### config.mk
export PLATFORM = sky130hd
export DESIGN_NAME = if_fetch_stage
export DESIGN_NICKNAME = d
export VERILOG_FILES = /design/src/rtl/if_fetch_stage.sv
export SDC_FILE = /design/constraint.sdc
export NUM_CORES = 1
export LEC_CHECK = 0
export BUFFER_PORTS_ARGS = -buffer_cell sky130_fd_sc_hd__buf_2
export CAP_MARGIN = 20
export CORE_AREA = 2 2 120 239
export DETAILED_ROUTE_END_ITERATION = 8
export DIE_AREA = 0 0 122 241
export HOLD_SLACK_MARGIN = 0.15
export SYNTH_ARGS = -nofsm -noshare
export SYNTH_HDL_FRONTEND = slang
export SYNTH_SLANG_ARGS = --single-unit
export TNS_END_PERCENT = 10
### constraint.sdc
create_clock -name clk -period 12.85 [get_ports clk]
set_clock_uncertainty 0.1 [all_clocks]
set_input_delay 1.285 -clock clk [delete_from_list [all_inputs] [get_ports clk]]
set_output_delay 1.285 -clock clk [all_outputs]
set_load 0.05 [all_outputs]
### src/rtl/if_fetch_stage.sv
// ----------------------------------------------------------------------------
// if_fetch_stage: instruction fetch stage feeding decode.
// Owns the PC, fetches words over a req/ack handshake and holds the IF/ID
// register. Handles hazard stall, branch/jump redirect with flush, and
// variable-latency instruction memory.
// Optional macro IF_FETCH_PERF_CNT_EN adds perf_fetched / perf_bubbles.
// ----------------------------------------------------------------------------
module if_fetch_stage #(
    parameter logic [31:0] RESET_PC = 32'h0000_0000
) (
    input  logic        clk,
    input  logic        rst,
    output logic        imem_req,
    output logic [31:0] imem_addr,
    input  logic        imem_ack,
    input  logic [31:0] imem_rdata,
    input  logic        stall_i,
    input  logic        redirect_i,
    input  logic [31:0] redirect_pc_i,
    output logic        if_id_valid,
    output logic [31:0] if_id_instr,
    output logic [5:0]  if_id_op,
    output logic [5:0]  if_id_funct,
`ifdef IF_FETCH_PERF_CNT_EN
    output logic [31:0] perf_fetched,
    output logic [31:0] perf_bubbles,
`endif
    output logic [31:0] if_id_pc4
);

    typedef enum logic [1:0] {
        IDLE = 2'd0,
        REQ  = 2'd1,
        HOLD = 2'd2,
        KILL = 2'd3
    } state_t;

    state_t      state;
    logic [31:0] pc;
    logic [31:0] pending_pc;   // target remembered while the killed fetch drains
    logic [31:0] skid;         // word accepted from memory while decode stalled
    logic [31:0] pc_plus4;
    logic [31:0] target;

    // Modulo-2^32 increment; 0xFFFF_FFFC wraps to 0 naturally.
    assign pc_plus4  = pc + 32'd4;
    assign target    = redirect_pc_i & ~32'h3;

    // A request stays up in KILL so the memory sees it completed, never retracted.
    assign imem_req    = (state == REQ) || (state == KILL);
    assign imem_addr   = pc;
    assign if_id_op    = if_id_instr[31:26];
    assign if_id_funct = if_id_instr[5:0];

    // Fetch FSM, PC and IF/ID register; redirect outranks ack, ack outranks stall.
    // NOTE: every register here uses <= so all next-state reads see the
    // pre-edge values, regardless of statement order within the block.
    always_ff @(posedge clk or posedge rst) begin
        if (rst) begin
            state       <= IDLE;
            pc          <= RESET_PC;
            pending_pc  <= 32'h0;
            skid        <= 32'h0;
            if_id_valid <= 1'b0;
            if_id_instr <= 32'h0;
            if_id_pc4   <= 32'h0;
        end else begin
            case (state)
                IDLE: begin
                    state <= REQ;
                    if (redirect_i) begin
                        pc          <= target;
                        if_id_valid <= 1'b0;
                        if_id_instr <= 32'h0;
                    end
                end
                REQ: begin
                    if (redirect_i) begin
                        if_id_valid <= 1'b0;
                        if_id_instr <= 32'h0;
                        if (imem_ack) begin
                            pc <= target;
                        end else begin
                            pending_pc <= target;
                            state      <= KILL;
                        end
                    end else if (imem_ack) begin
                        if (!stall_i) begin
                            if_id_valid <= 1'b1;
                            if_id_instr <= imem_rdata;
                            if_id_pc4   <= pc_plus4;
                            pc          <= pc_plus4;
                        end else begin
                            skid  <= imem_rdata;
                            state <= HOLD;
                        end
                    end else if (!stall_i) begin
                        if_id_valid <= 1'b0;
                        if_id_instr <= 32'h0;
                    end
                end
                HOLD: begin
                    if (redirect_i) begin
                        if_id_valid <= 1'b0;
                        if_id_instr <= 32'h0;
                        pc          <= target;
                        state       <= REQ;
                    end else if (!stall_i) begin
                        if_id_valid <= 1'b1;
                        if_id_instr <= skid;
                        if_id_pc4   <= pc_plus4;
                        pc          <= pc_plus4;
                        state       <= REQ;
                    end
                end
                KILL: begin
                    if_id_valid <= 1'b0;
                    if_id_instr <= 32'h0;
                    if (imem_ack) begin
                        pc    <= redirect_i ? target : pending_pc;
                        state <= REQ;
                    end else if (redirect_i) begin
                        pending_pc <= target;
                    end
                end
                default: state <= IDLE;
            endcase
        end
    end

`ifdef IF_FETCH_PERF_CNT_EN
    logic load_valid;
    logic load_bubble;

    assign load_valid  = !redirect_i && !stall_i &&
                         (((state == REQ) && imem_ack) || (state == HOLD));
    assign load_bubble = redirect_i || ((state == REQ) && !imem_ack && !stall_i);

    // Free-running wrap-around event counters.
    always_ff @(posedge clk or posedge rst) begin
        if (rst) begin
            perf_fetched <= 32'h0;
            perf_bubbles <= 32'h0;
        end else begin
            if (load_valid)  perf_fetched <= perf_fetched + 32'd1;
            if (load_bubble) perf_bubbles <= perf_bubbles + 32'd1;
        end
    end
`endif

endmodule

==> summary.md, run 1 <==
Summing all flip-flop and latch instances after layout gives 0.00408 mm². Across every metal layer, demand over resource in global routing totals 17.1%. Placement row count: 86. Synthesized netlist net count: 870. Origin of the worst setup path: redirect_i. For this design the ratio of total power to cell area is 269 mW/mm².

The first routing iteration left 417 violations. The run gives 29.8% as the initial standard-cell utilization of the core. The critical path goes through buf_2 -> nor2b_1 -> buf_4 -> nand2_1 -> nor3_1 -> a221oi_1 -> o22ai_1. Max-cap violations in this run came to 0. In the final layout, the multi-input gates occupy 0.00373 mm².

The logs give 0.114 mV for the highest ir drop seen on vdd and 0.44 ns for the clock insertion delay at the later pin of the skew report. The cell type of the slowest stage on the worst timing path was sky130_fd_sc_hd__nor2b_1. Net switching is 47.0% of the power. The worst setup path is launched from a primary input. The yosys synthesis warning count was 0. The root buffer cell was sky130_fd_sc_hd__clkbuf_16. Of all cell types, the one taking the most synthesized area is sky130_fd_sc_hd__dfrtp_1. The count of buffer and inverter cells on the critical path works out to 2. Of the total power, the clock network draws 20.8%.

After synthesis, the share of flip-flops with an asynchronous set or reset is 100%. Among all flip-flop cells after synthesis, the most frequent one is sky130_fd_sc_hd__dfrtp_1. The clock input transition at the sequential cells of the worst setup and hold paths is 0.07 ns, and the post-CTS setup buffer count is 0. The run gives 3.69 ns as the data arrival at the endpoint of the critical path. In the final layout, the share of cells above drive strength 1 is 33.0%. The run finished with clean final reports. Counting flops and latches in the post-synthesis netlist gives 163. Clock tree synthesis found a total of 163 sinks. Dividing the detail-routed wire length by the instance count gives 19.0 µm. For this block, the via count after detailed routing is 6688. At the pin with the least slew margin, the transition time is 0.991 ns. For the final number of hold-violating endpoints, the log shows 0.

Global-route wire length before repair: 38.1 mm. The total negative slack was 0 ns. In this run, the combinational gates consume 45.7% of the power.

Summed over all cells, the static leakage comes to 4.42 nW. The power spent charging and discharging nets was 1.26 mW; the number of routed nets with antenna violations was 0. In this run the horizontal extent of the chip is 122 µm. The number of global-route vias before repair was 6860; the portion of synthesized cell area occupied by the leading cell type was 49.9%.

Sequential cells were found to cover 49.9% of the synthesized design area. The count of input and output buffers works out to 176. The number of buffers added to fix hold violations after cts was 0; the number of unique standard cell types used by synthesis was 56. For this run, the top clock speed supported by timing is 0.292 GHz. The sum of net half-perimeters after detailed placement came out at 17.4 mm. Power comes to 2.67 mW. In the post-synthesis netlist, the biggest area contributors are sky130_fd_sc_hd__dfrtp_1 50%, sky130_fd_sc_hd__mux2_2 9.8%, sky130_fd_sc_hd__o21ai_0 4.9%, sky130_fd_sc_hd__nand2_1 4.4%, sky130_fd_sc_hd__a22oi_1 3.2%. The die covers 0.0294 mm². STA classifies the critical path endpoint as a flop. Sequential cells account for 33.5% of the total power.

The required time of the critical path was 13.11 ns; the die extent in y was 241 µm. The via density per instance is 5.17, and the largest incremental delay on the critical path is 0.71 ns. The max-slew violation count is 0.

The sum of overflow across all layers after global routing is 0, and the netlist area before placement is 0.00818 mm². The count of flip-flops with a built-in enable after synthesis was 0. The net count of the finished layout is 1002. The total internal power is 1.42 mW. In the finished design, the share of the clock period the worst path needs comes to 26.7%.

The number of buffers between clock root and the deepest sink is 2. The peak fanout along the critical path was 30; the total length of routed met3 wires was 1.22 mm. The tools report the standard cell core area as 0.0274 mm².

The normalized max-slew margin came out at 33.5%. The logs give 7 for the initial antenna violation count and 0 for the final setup violation count. Class of the most critical setup path: primary input to flop. After detailed routing, the number of remaining DRC violations is 0. The total iterations of the first detailed-routing run was 5; the CTS H-tree depth was 4. Entering global routing, the biggest net connects 84 pins.

The run gives 17 as the total clock buffers created by CTS. The worst hold path begins at if_id_instr[20]$_DFFE_PP0P_. The worst hold-check path type was flop to flop. For the placer congestion estimate, the log shows 0.787. TritonCTS built the clock tree. In this run, post-CTS repair resized a total of 0 instances. The category of cells accounting for the largest share of critical-path delay was simple AND/OR/NAND/NOR gates. The detailed router put a total of 9.17 mm of wire on met1. Fill cells in the final layout number 2791. The number of cells produced by synthesis was 795.

Setup repair after global routing left no endpoint under its margin. Detailed routing placed a total of 13.6 mm of wire on met2. The average instance area after synthesis works out to 10.3 µm². The routed wire length is 24.6 mm. The detailed router used layers up to and including met4. During I/O placement, the number of pins put on the boundary was 179. Shortest period the worst path allows: 3.43 ns. The worst register-to-register path begins at state[1]$_DFFE_PP0P_. Relative area change from synthesis to final layout: 21.6%.
-- synth_stat cells (all sizes together), types with 4 or more instances --
cell type  number
nand2b          9
and2           11
nor4            6
nor2b           5
a22oi          35
a221o           4
o21ai          80
inv            12
nand2          95
a221oi         16
xor2           12
a32o            5
clkbuf         50
mux2           71
nor2           37
a21oi          11
or2             4
and3            4
xnor2          15
a222oi          8
a22o            8
nand3          12
dfrtp         163
nor3            9
a31o            4
nand4          13
o22ai           8
ha              6
buf            26
o31ai          24
o2bb2ai         5
mux2i           4
-- path summary, 6_finish.rpt --
| kind | end | slack [ns] | depth (start not counted) |
|---|---|---|---|
| max | imem_addr[5]$_DFFE_PP0P_ | 9.42 | 7 |
| min | if_id_instr[20]$_DFFE_PP0P_ | 0.37 | 2 |
| max reg2reg | imem_addr[5]$_DFFE_PP0P_ | 9.67 | 8 |
| min reg2reg | if_id_instr[20]$_DFFE_PP0P_ | 0.37 | 2 |
| max in group asynchronous | skid[17]$_DFFE_PP0P_ | 10.59 | 4 |
| min in group asynchronous | if_id_pc4[9]$_DFFE_PP0P_ | 0.88 | 2 |
-- cell families (layout without fill, tap and decap cells) --
kind of cell	Yosys count	count (layout)	share of synthesized area [%]
adder cells (fa/ha/maj)	6	6	0.918
buffers and inverters	88	233	4.74
flip-flops	163	163	49.9
AO/OA/AOI/OAI	221	221	18.5
XOR/XNOR	27	27	2.89
AND/OR/NAND/NOR	215	215	12.7
other	0	2	0
multiplexers	75	75	10.3
-- routing by layer --
metal / vias up / global-route usage, %
met4: 0 / 7.14
met2: 197 / 31.3
met1: 3305 / 18.3
met5: - / 0
li1: 3150 / -
met3: 36 / 4.28
-- through the flow --
step / area, µm² / instances / worst slack, ns / utilization (%) / hold slack, ns
5_1_grt: 9940 / 1294 / 9.15 / 36.2 / 0.399
2_1_floorplan: 8180 / 795 / 7.06 / - / 0.353
4_1_cts: 9910 / 1291 / 9.42 / 36.1 / 0.377
3_3_place_gp: 9270 / 1259 / 9.00 / 33.8 / 0.357
3_5_place_dp: 9270 / 1259 / 8.97 / 33.8 / 0.360
6_report: 9940 / 1294 / 9.42 / 36.2 / 0.373
-- tightest hold or removal path, stage by stage, from the launching register on --
cell and delay (ns):
sky130_fd_sc_hd__dfrtp_1 0.34, sky130_fd_sc_hd__nand2_1 0.05, sky130_fd_sc_hd__o31ai_1 0.05
-- area by class of cell --
type                       count  area share, %
tap                          352           4.43
clock inverter                15           2.19
clock buffer                  17           4.28
antenna                        2         0.0503
inverter                      12          0.503
sequential                   163           41.0
multi-input combinational    544           37.5
timing repair buffer         189           10.0
-- cell usage in the layout, fill, tap and decap left out, drive strengths merged, types with 15 or more instances in the layout --
master    n
o21ai    80
nand2    95
a221oi   16
dfrtp   163
clkbuf   17
nor2     37
inv      19
buf     189
a22oi    35
o31ai    24
mux2     71
xnor2    15
-- power by group through the flow --
stage	combinational (mW)	clock, mW	sequential [mW]
global placement	1.21	0	0.889
floorplan	0.623	0	1.18
detailed placement	1.23	0	0.904
global route	1.32	0.593	0.925
CTS	1.23	0.569	0.895
finish	1.22	0.556	0.895
-- state kept, by name (all words and copies together), names as in the netlist --
| signal | cells |
|---|---|
| if_id_instr | 32 |
| state | 2 |
| pending_pc | 32 |
| skid | 32 |
| if_id_pc4 | 32 |
| imem_addr | 32 |
| if_id_valid | 1 |
(Power assumes the default switching activity.)
==> run 2, diff against run 1 <==
Settings changed: ABC_AREA from default to 1, CORE_AREA 2 2 120 239 to 2 2 121 240, DIE_AREA 0 0 122 241 to 0 0 123 242.
Clock period 12.85 ns to 2.9 ns, I/O delays scaled along.
==> summary.md, run 2 <==
The category of cells accounting for the largest share of critical-path delay is buffers and inverters. The commonest cells after synthesis are 298 x sky130_fd_sc_hd__nand2_1, 163 x sky130_fd_sc_hd__dfrtp_1, 113 x sky130_fd_sc_hd__inv_1. IR analysis of the VDD net gives a maximum drop of 0.733 mV. Summed over all layers, the global routing overflow is 0. The run gives 0 as the post-route DRC violation count. Dividing the detail-routed wire length by the instance count gives 16.4 µm. The sum of net half-perimeters after detailed placement was 19.3 mm; the total track usage was 18.2%. The critical path goes through inv_1 -> ha_1 -> inv_2 -> nand2_1 -> a21boi_4 -> buf_4 -> nand3_1 -> o21ai_0. The placer congestion estimate was 0.924. The standard cell core area is 0.0281 mm².

TritonCTS built the clock tree. The max-slew violation count is 0, and the clock input transition at the sequential cells of the worst setup and hold paths is 0.06 ns. For the pin with the worst max-slew slack, the measured transition is 0.907 ns.

Among all cell types in the netlist, the one instantiated most often is sky130_fd_sc_hd__nand2_1. The floorplan step set the die height to 242 µm. The routed layout has 7677 vias. By area the synthesized netlist is led by sky130_fd_sc_hd__dfrtp_1 49%, sky130_fd_sc_hd__nand2_1 14%, sky130_fd_sc_hd__o21ai_0 6.5%, sky130_fd_sc_hd__inv_1 5.1%, sky130_fd_sc_hd__nor2_1 3.0%. STA classifies the critical path startpoint as a flop.

In the final timing run, aggregate negative setup slack is 0 ns. Worst hold-check path type: primary input to flop. Entering global routing, the biggest net connects 51 pins.

After detailed routing, the number of vias per cell comes to 4.77. The post-cts resize count was 0. Once the floorplan was initialized, standard cells occupied 29.5% of the core. The largest incremental delay on the critical path is 0.44 ns, and the first-iteration detailed-routing DRC count is 354. For this design the ratio of total power to cell area is 1230 mW/mm². Counting every instance in the synthesized netlist gives 1023. Yosys mapped a number of flops with a built-in enable equal to 0. For the global-route wire length before repair, the log shows 41.1 mm.

Cells with a size suffix above 1 make up 19.9% of the layout. After layout, the minimum clock period comes to 2.31 ns. The width of the chip came out at 123 µm.

The flip-flop cell with the highest count after synthesis was sky130_fd_sc_hd__dfrtp_1. Static timing analysis puts the maximum clock frequency at 0.433 GHz. After synthesis, the share of flip-flops with an asynchronous set or reset is 100%. The number of global-route vias before repair came out at 7602. The Yosys step of the flow raised 0 warnings. The final worst-path cycle share came out at 79.6%. The share of the yosys chip area belonging to registers was 49.3%. Summed over all layers, the routed wires come to 26.3 mm. Buffers added to address setup during post-CTS repair amount to 0. For the number of clock sinks, the log shows 163. The tree is rooted in a sky130_fd_sc_hd__clkbuf_16. The logs give 0 for the initial antenna violation count and 4 for the CTS H-tree depth. Clock insertion delay at the later pin of the skew report: 0.45 ns. The top cell types in the final layout, fill and taps aside, are 298 x sky130_fd_sc_hd__nand2_1, 176 x sky130_fd_sc_hd__buf_2, 163 x sky130_fd_sc_hd__dfrtp_1. The largest total area in the synthesized netlist belongs to sky130_fd_sc_hd__dfrtp_1. The post-route core utilization is 37.7%, and the required time of the critical path is 3.16 ns. Summed over all cells, the static leakage comes to 5.26 nW.

Clock tree synthesis inserted a total of 17 buffers. The count of input and output buffers was 176; the netlist area before placement was 0.00827 mm². Row generation in the floorplan step produced 87 rows. Setup repair after global routing left no endpoint under its margin.

Counting both buffers and inverters, the worst setup path holds a total of 3. The die footprint is 0.0298 mm², and the portion of synthesized cell area occupied by the leading cell type is 49.3%. STA classifies the critical path endpoint as a flop. The run gives 179 as the count of pins on the block boundary. Dividing the synthesized area by the synthesized cell count gives 8.09 µm². Counting distinct cell types in the post-synthesis netlist gives 41.

The class of the most critical setup path is flop to flop. The run finished with clean final reports. The logs give 0 for the final number of hold-violating endpoints and 0 for the final setup violation count.

For the synthesized netlist net count, the log shows 1098. The tool flagged a number of max-cap violations equal to 0. The worst pin sits at a relative slew slack of 39.3%.

The total iterations of the first detailed-routing run is 5. The library cell used most frequently in the layout, excluding fill and tap cells, is sky130_fd_sc_hd__nand2_1. The count of nets left with antenna violations once routing finished came out at 0.

For the worst setup path, the data arrival time is 2.57 ns. The clock passes through at most 2 buffers. In this run, synthesis produced a sequential element count of 163. In the final design database the tool counted 1316 nets. The fill cell instance count of the final layout is 2939, and the antenna diode count is 0. The number of buffers added to fix hold violations after cts came out at 63. The largest individual stage delay along the critical path comes from the cell sky130_fd_sc_hd__a21boi_4. Along the worst path, the maximum fanout reaches 30. The relative area change from synthesis to final layout is 28.0%.
-- run 2: cell count changes after synthesis, moves of 24 or more --
| cell | change |
|---|---|
| sky130_fd_sc_hd__a22oi_1 | -25 |
| sky130_fd_sc_hd__clkbuf_1 | -38 |
| sky130_fd_sc_hd__inv_1 | +101 |
| sky130_fd_sc_hd__mux2_2 | -71 |
| sky130_fd_sc_hd__nand2_1 | +203 |
| sky130_fd_sc_hd__nand3_1 | +36 |
| sky130_fd_sc_hd__nor2_1 | +30 |
| sky130_fd_sc_hd__o21ai_0 | +27 |
| sky130_fd_sc_hd__o31ai_1 | -24 |
-- run 2: final timing paths --
| path | from | end | slack [ns] | cells after the start |
|---|---|---|---|---|
| worst max-delay path | state[0]$_DFFE_PP0P_ | if_id_instr[14]$_DFFE_PP0P_ | 0.59 | 8 |
| worst min-delay path | stall_i | if_id_valid$_DFFE_PP0P_ | 0.23 | 4 |
| worst max register to register | state[0]$_DFFE_PP0P_ | if_id_instr[14]$_DFFE_PP0P_ | 0.59 | 8 |
| worst min register to register | if_id_pc4[13]$_DFFE_PP0P_ | if_id_pc4[13]$_DFFE_PP0P_ | 0.37 | 2 |
| max in group asynchronous | rst | if_id_instr[26]$_DFFE_PP0P_ | 1.52 | 4 |
| min in group asynchronous | rst | if_id_pc4[2]$_DFFE_PP0P_ | 0.44 | 3 |
-- run 2: through the flow --
stage / hold WS [ns] / instance area [µm²] / total power [mW] / cells / worst slack, ns
5_1_grt: 0.268 / 10600 / 13.9 / 1610 / 0.372
3_3_place_gp: 0.355 / 9420 / 10.7 / 1515 / 0.622
2_1_floorplan: 0.300 / 8280 / 9.12 / 1023 / 0.439
6_report: 0.232 / 10600 / 13.0 / 1610 / 0.592
4_1_cts: 0.209 / 10600 / 13.1 / 1610 / 0.552
3_5_place_dp: 0.359 / 9420 / 10.8 / 1515 / 0.568
-- run 2: worst register-to-register path, stage by stage, from the launching register on --
cell	delay [ns]
sky130_fd_sc_hd__dfrtp_1	0.40
sky130_fd_sc_hd__inv_1	0.10
sky130_fd_sc_hd__ha_1	0.23
sky130_fd_sc_hd__inv_2	0.22
sky130_fd_sc_hd__nand2_1	0.16
sky130_fd_sc_hd__a21boi_4	0.44
sky130_fd_sc_hd__buf_4	0.37
sky130_fd_sc_hd__nand3_1	0.12
sky130_fd_sc_hd__o21ai_0	0.11
-- run 2: metal layers --
metal	wire length (µm)	GRT usage (%)	vias to the layer above
met3	1060	3.63	55
li1	-	-	3751
met2	14500	33.8	210
met5	0	0	-
met4	1180	9.83	0
met1	9580	18.4	3661
-- run 2: logic make-up after synthesis --
| kind of cell | count (synthesis) | share of synthesized area [%] |
|---|---|---|
| AOI/OAI and AO/OA | 213 | 15.4 |
| xor gates and xnor gates | 17 | 1.80 |
| adders and majority gates | 6 | 0.908 |
| buffers and inverters | 182 | 10.2 |
| DFF | 163 | 49.3 |
| and+or+nand+nor | 442 | 22.4 |
-- run 2: cell type report --
cell class / instances / area [µm²] / area share (%)
Clock inverter: 8 / 80.1 / 0.756
Multi-Input combinational cell: 678 / 3350 / 31.6
Inverter: 120 / 457 / 4.31
Tap cell: 356 / 445 / 4.21
Clock buffer: 24 / 462 / 4.36
Timing Repair Buffer: 261 / 1710 / 16.2
Sequential cell: 163 / 4080 / 38.5
-- run 2: power by group --
group	internal [mW]	switching, mW	leakage, nW
clock network	1.20	0.937	0.254
logic	1.79	5.09	2.94
registers	3.27	0.695	2.06
total	6.26	6.72	5.26
==> run 3, diff against run 2 <==
Clock period 2.9 ns to 2.04 ns, I/O delays scaled along.
==> summary.md, run 3 (synthesized netlist as in run 2, its figures left out) <==
The flow ran to the end, and the final reports show no timing, DRC or antenna violations. The clock drives 163 sinks. Clock input transition at the sequential cells of the worst setup and hold paths: 0.07 ns.

The net count of the finished layout is 1354. For the final number of hold-violating endpoints, the log shows 0. The kind of cell with the highest combined delay along the critical path is buffers and inverters.

The shortest period the worst path allows came out at 2.02 ns. The logs give 0.44 ns for the clock insertion delay at the later pin of the skew report and 1547 for the total instance count after detailed placement. In the layout the commonest cells are 296 x sky130_fd_sc_hd__nand2_1, 176 x sky130_fd_sc_hd__buf_2, 162 x sky130_fd_sc_hd__dfrtp_1.

The first global-routing pass estimated 41.9 mm of wire. Clock tree synthesis inserted a total of 17 buffers. The count of cells in the finished layout, fillers not included, comes to 1651. The endpoint type of the worst setup path was a flop.

179 I/O pins were placed. No sink is reached through more buffers than the 2 on the longest clock path. Slew at the pin with the worst max-slew slack: 0.659 ns. The worst hold-check path type is primary input to flop.

The width of the chip works out to 123 µm. The die covers 0.0298 mm². The run gives 29.5% as the initial standard-cell utilization of the core. The count of buffers added on input and output ports is 176. The most frequent cell on the critical path was sky130_fd_sc_hd__inv_1. TritonCTS built the clock tree. In this design, the stage delay of the slowest critical-path cell is 0.38 ns.

In the routed design, unresolved DRC markers number 0. The number of routed nets with antenna violations was 0. The ratio of cells with drive above 1 in the final layout works out to 23.8%.

At the placement stage, the worst setup path has a slack of -0.128 ns. The run gives 47 as the pin count of the biggest net entering global routing. The total iterations of the first detailed-routing run is 5, and the overall power is 19.5 mW.

Together, buffers and inverters on the worst path number 4. The initial antenna violation count was 4. After detailed routing, the number of vias per cell comes to 4.79. The peak fanout along the critical path is 8.

The post-route core utilization came out at 39.7%. On the critical path, the stage with the largest delay is an instance of sky130_fd_sc_hd__dfrtp_1. The root buffer cell is sky130_fd_sc_hd__clkbuf_16.

The relative area change from synthesis to final layout was 34.7%; the routed wirelength normalized by instance count was 16.4 µm. The worst pin sits at a relative slew slack of 56.0%. Counting the fill cells in the layout gives 2896. The critical path in this run is classified as flop to flop. The total track usage was 18.5%; the data arrival at the endpoint of the critical path was 2.23 ns. The tools report the max-slew violation count as 0.

Dividing total power by cell area gives a power density of 1750 mW/mm². The congestion estimate from routability-driven global placement came to 0.915. The max-cap violation count was 0; the fmax was 0.495 GHz.

After global routing the overflow that remains totals 0. The run gives 7953 as the number of global-route vias before repair. The final worst-path cycle share was 98.9%; the required time of the critical path was 2.25 ns.

The logs give 0.178 ns for the post-route worst hold slack and 0.0215 ns for the smallest setup slack after layout. The CTS H-tree depth is 4, and the final setup violation count is 0. The leakage dissipation was 5.53 nW.

The routed via count is 7913, and the die extent in y is 242 µm. The routed wire length is 27.0 mm, and the highest ir drop seen on vdd is 0.903 mV. Leaving out fill and tap cells, the most frequent cell in the layout is sky130_fd_sc_hd__nand2_1.

The floorplan step defined a core boundary enclosing 0.0281 mm². The sum of net half-perimeters after detailed placement is 20.1 mm, and the first-iteration detailed-routing DRC count is 331. Setup repair after global routing could not meet its margin everywhere.

The critical path goes through inv_1 -> ha_2 -> inv_1 -> nor2_4 -> nand2_1 -> nand4_1 -> buf_4 -> buf_2 -> a221oi_1 -> a22oi_1. STA classifies the critical path startpoint as a flop. After floorplanning, the core was divided into 87 placement rows.
[run 3: worst reg2reg max path: stages, from the launching register on]
cell and delay, ns:
sky130_fd_sc_hd__dfrtp_1 0.38, sky130_fd_sc_hd__inv_1 0.08, sky130_fd_sc_hd__ha_2 0.31, sky130_fd_sc_hd__inv_1 0.10, sky130_fd_sc_hd__nor2_4 0.04, sky130_fd_sc_hd__nand2_1 0.06, sky130_fd_sc_hd__nand4_1 0.09, sky130_fd_sc_hd__buf_4 0.18
sky130_fd_sc_hd__buf_2 0.19, sky130_fd_sc_hd__a221oi_1 0.24, sky130_fd_sc_hd__a22oi_1 0.10
[run 3: layout make-up]
cell class                      instances  area (µm²)  share of cell area [%]
Sequential cell                       163        4080                    36.6
Multi-Input combinational cell        678        3420                    30.7
Timing Repair Buffer                  299        2160                    19.4
Clock buffer                           23         488                    4.38
Inverter                              120         459                    4.12
Tap cell                              356         445                    4.00
Clock inverter                          9        78.8                   0.707
Antenna cell                            3        7.51                  0.0674
[run 3: timing repair]
action,CTS,global route
pin swaps,0,4
hold buffers,65,0
buffers inserted,0,3
endpoints found under the hold margin,288,0
endpoints found under the setup margin,25,70
resized for setup,5,28
cloned,0,1
[run 3: per-layer routing]
| layer | global-route usage (%) | vias to the layer above | share of wire, % |
|---|---|---|---|
| met4 | 9.56 | 2 | 4.0 |
| met1 | 18.7 | 3795 | 36 |
| li1 | - | 3834 | - |
| met5 | 0 | - | 0.041 |
| met3 | 3.48 | 56 | 4.3 |
| met2 | 34.5 | 226 | 56 |
[run 3: power breakdown]
group	switching, mW	internal [mW]	total (mW)	leakage (nW)
combinational	7.53	3.26	10.8	3.20
clock	1.32	1.80	3.12	0.279
sequential	0.943	4.64	5.59	2.06
total	9.80	9.70	19.5	5.53
[run 3: final timing paths]
check,start,endpoint,slack (ns),cells after the start
max,state[0]$_DFFE_PP0P_,imem_addr[15]$_DFFE_PP0P_,0.02,10
min,imem_ack,if_id_instr[31]$_DFFE_PP0P_,0.18,4
max reg2reg,state[0]$_DFFE_PP0P_,imem_addr[15]$_DFFE_PP0P_,0.02,10
min reg2reg,skid[22]$_DFFE_PP0P_,skid[22]$_DFFE_PP0P_,0.37,2
max in group asynchronous,rst,if_id_instr[28]$_DFFE_PP0P_,1.03,4
min in group asynchronous,rst,if_id_pc4[5]$_DFFE_PP0P_,0.23,3
[run 3: through the flow]
stage | TNS (ns) | cell area [µm²]
final | 0 | 11100
after global routing | -1.34 | 11100
after CTS | 0 | 11000
after detailed placement | -1.84 | 9770
after global placement | -0.976 | 9770
after floorplan | -54.68 | 8280
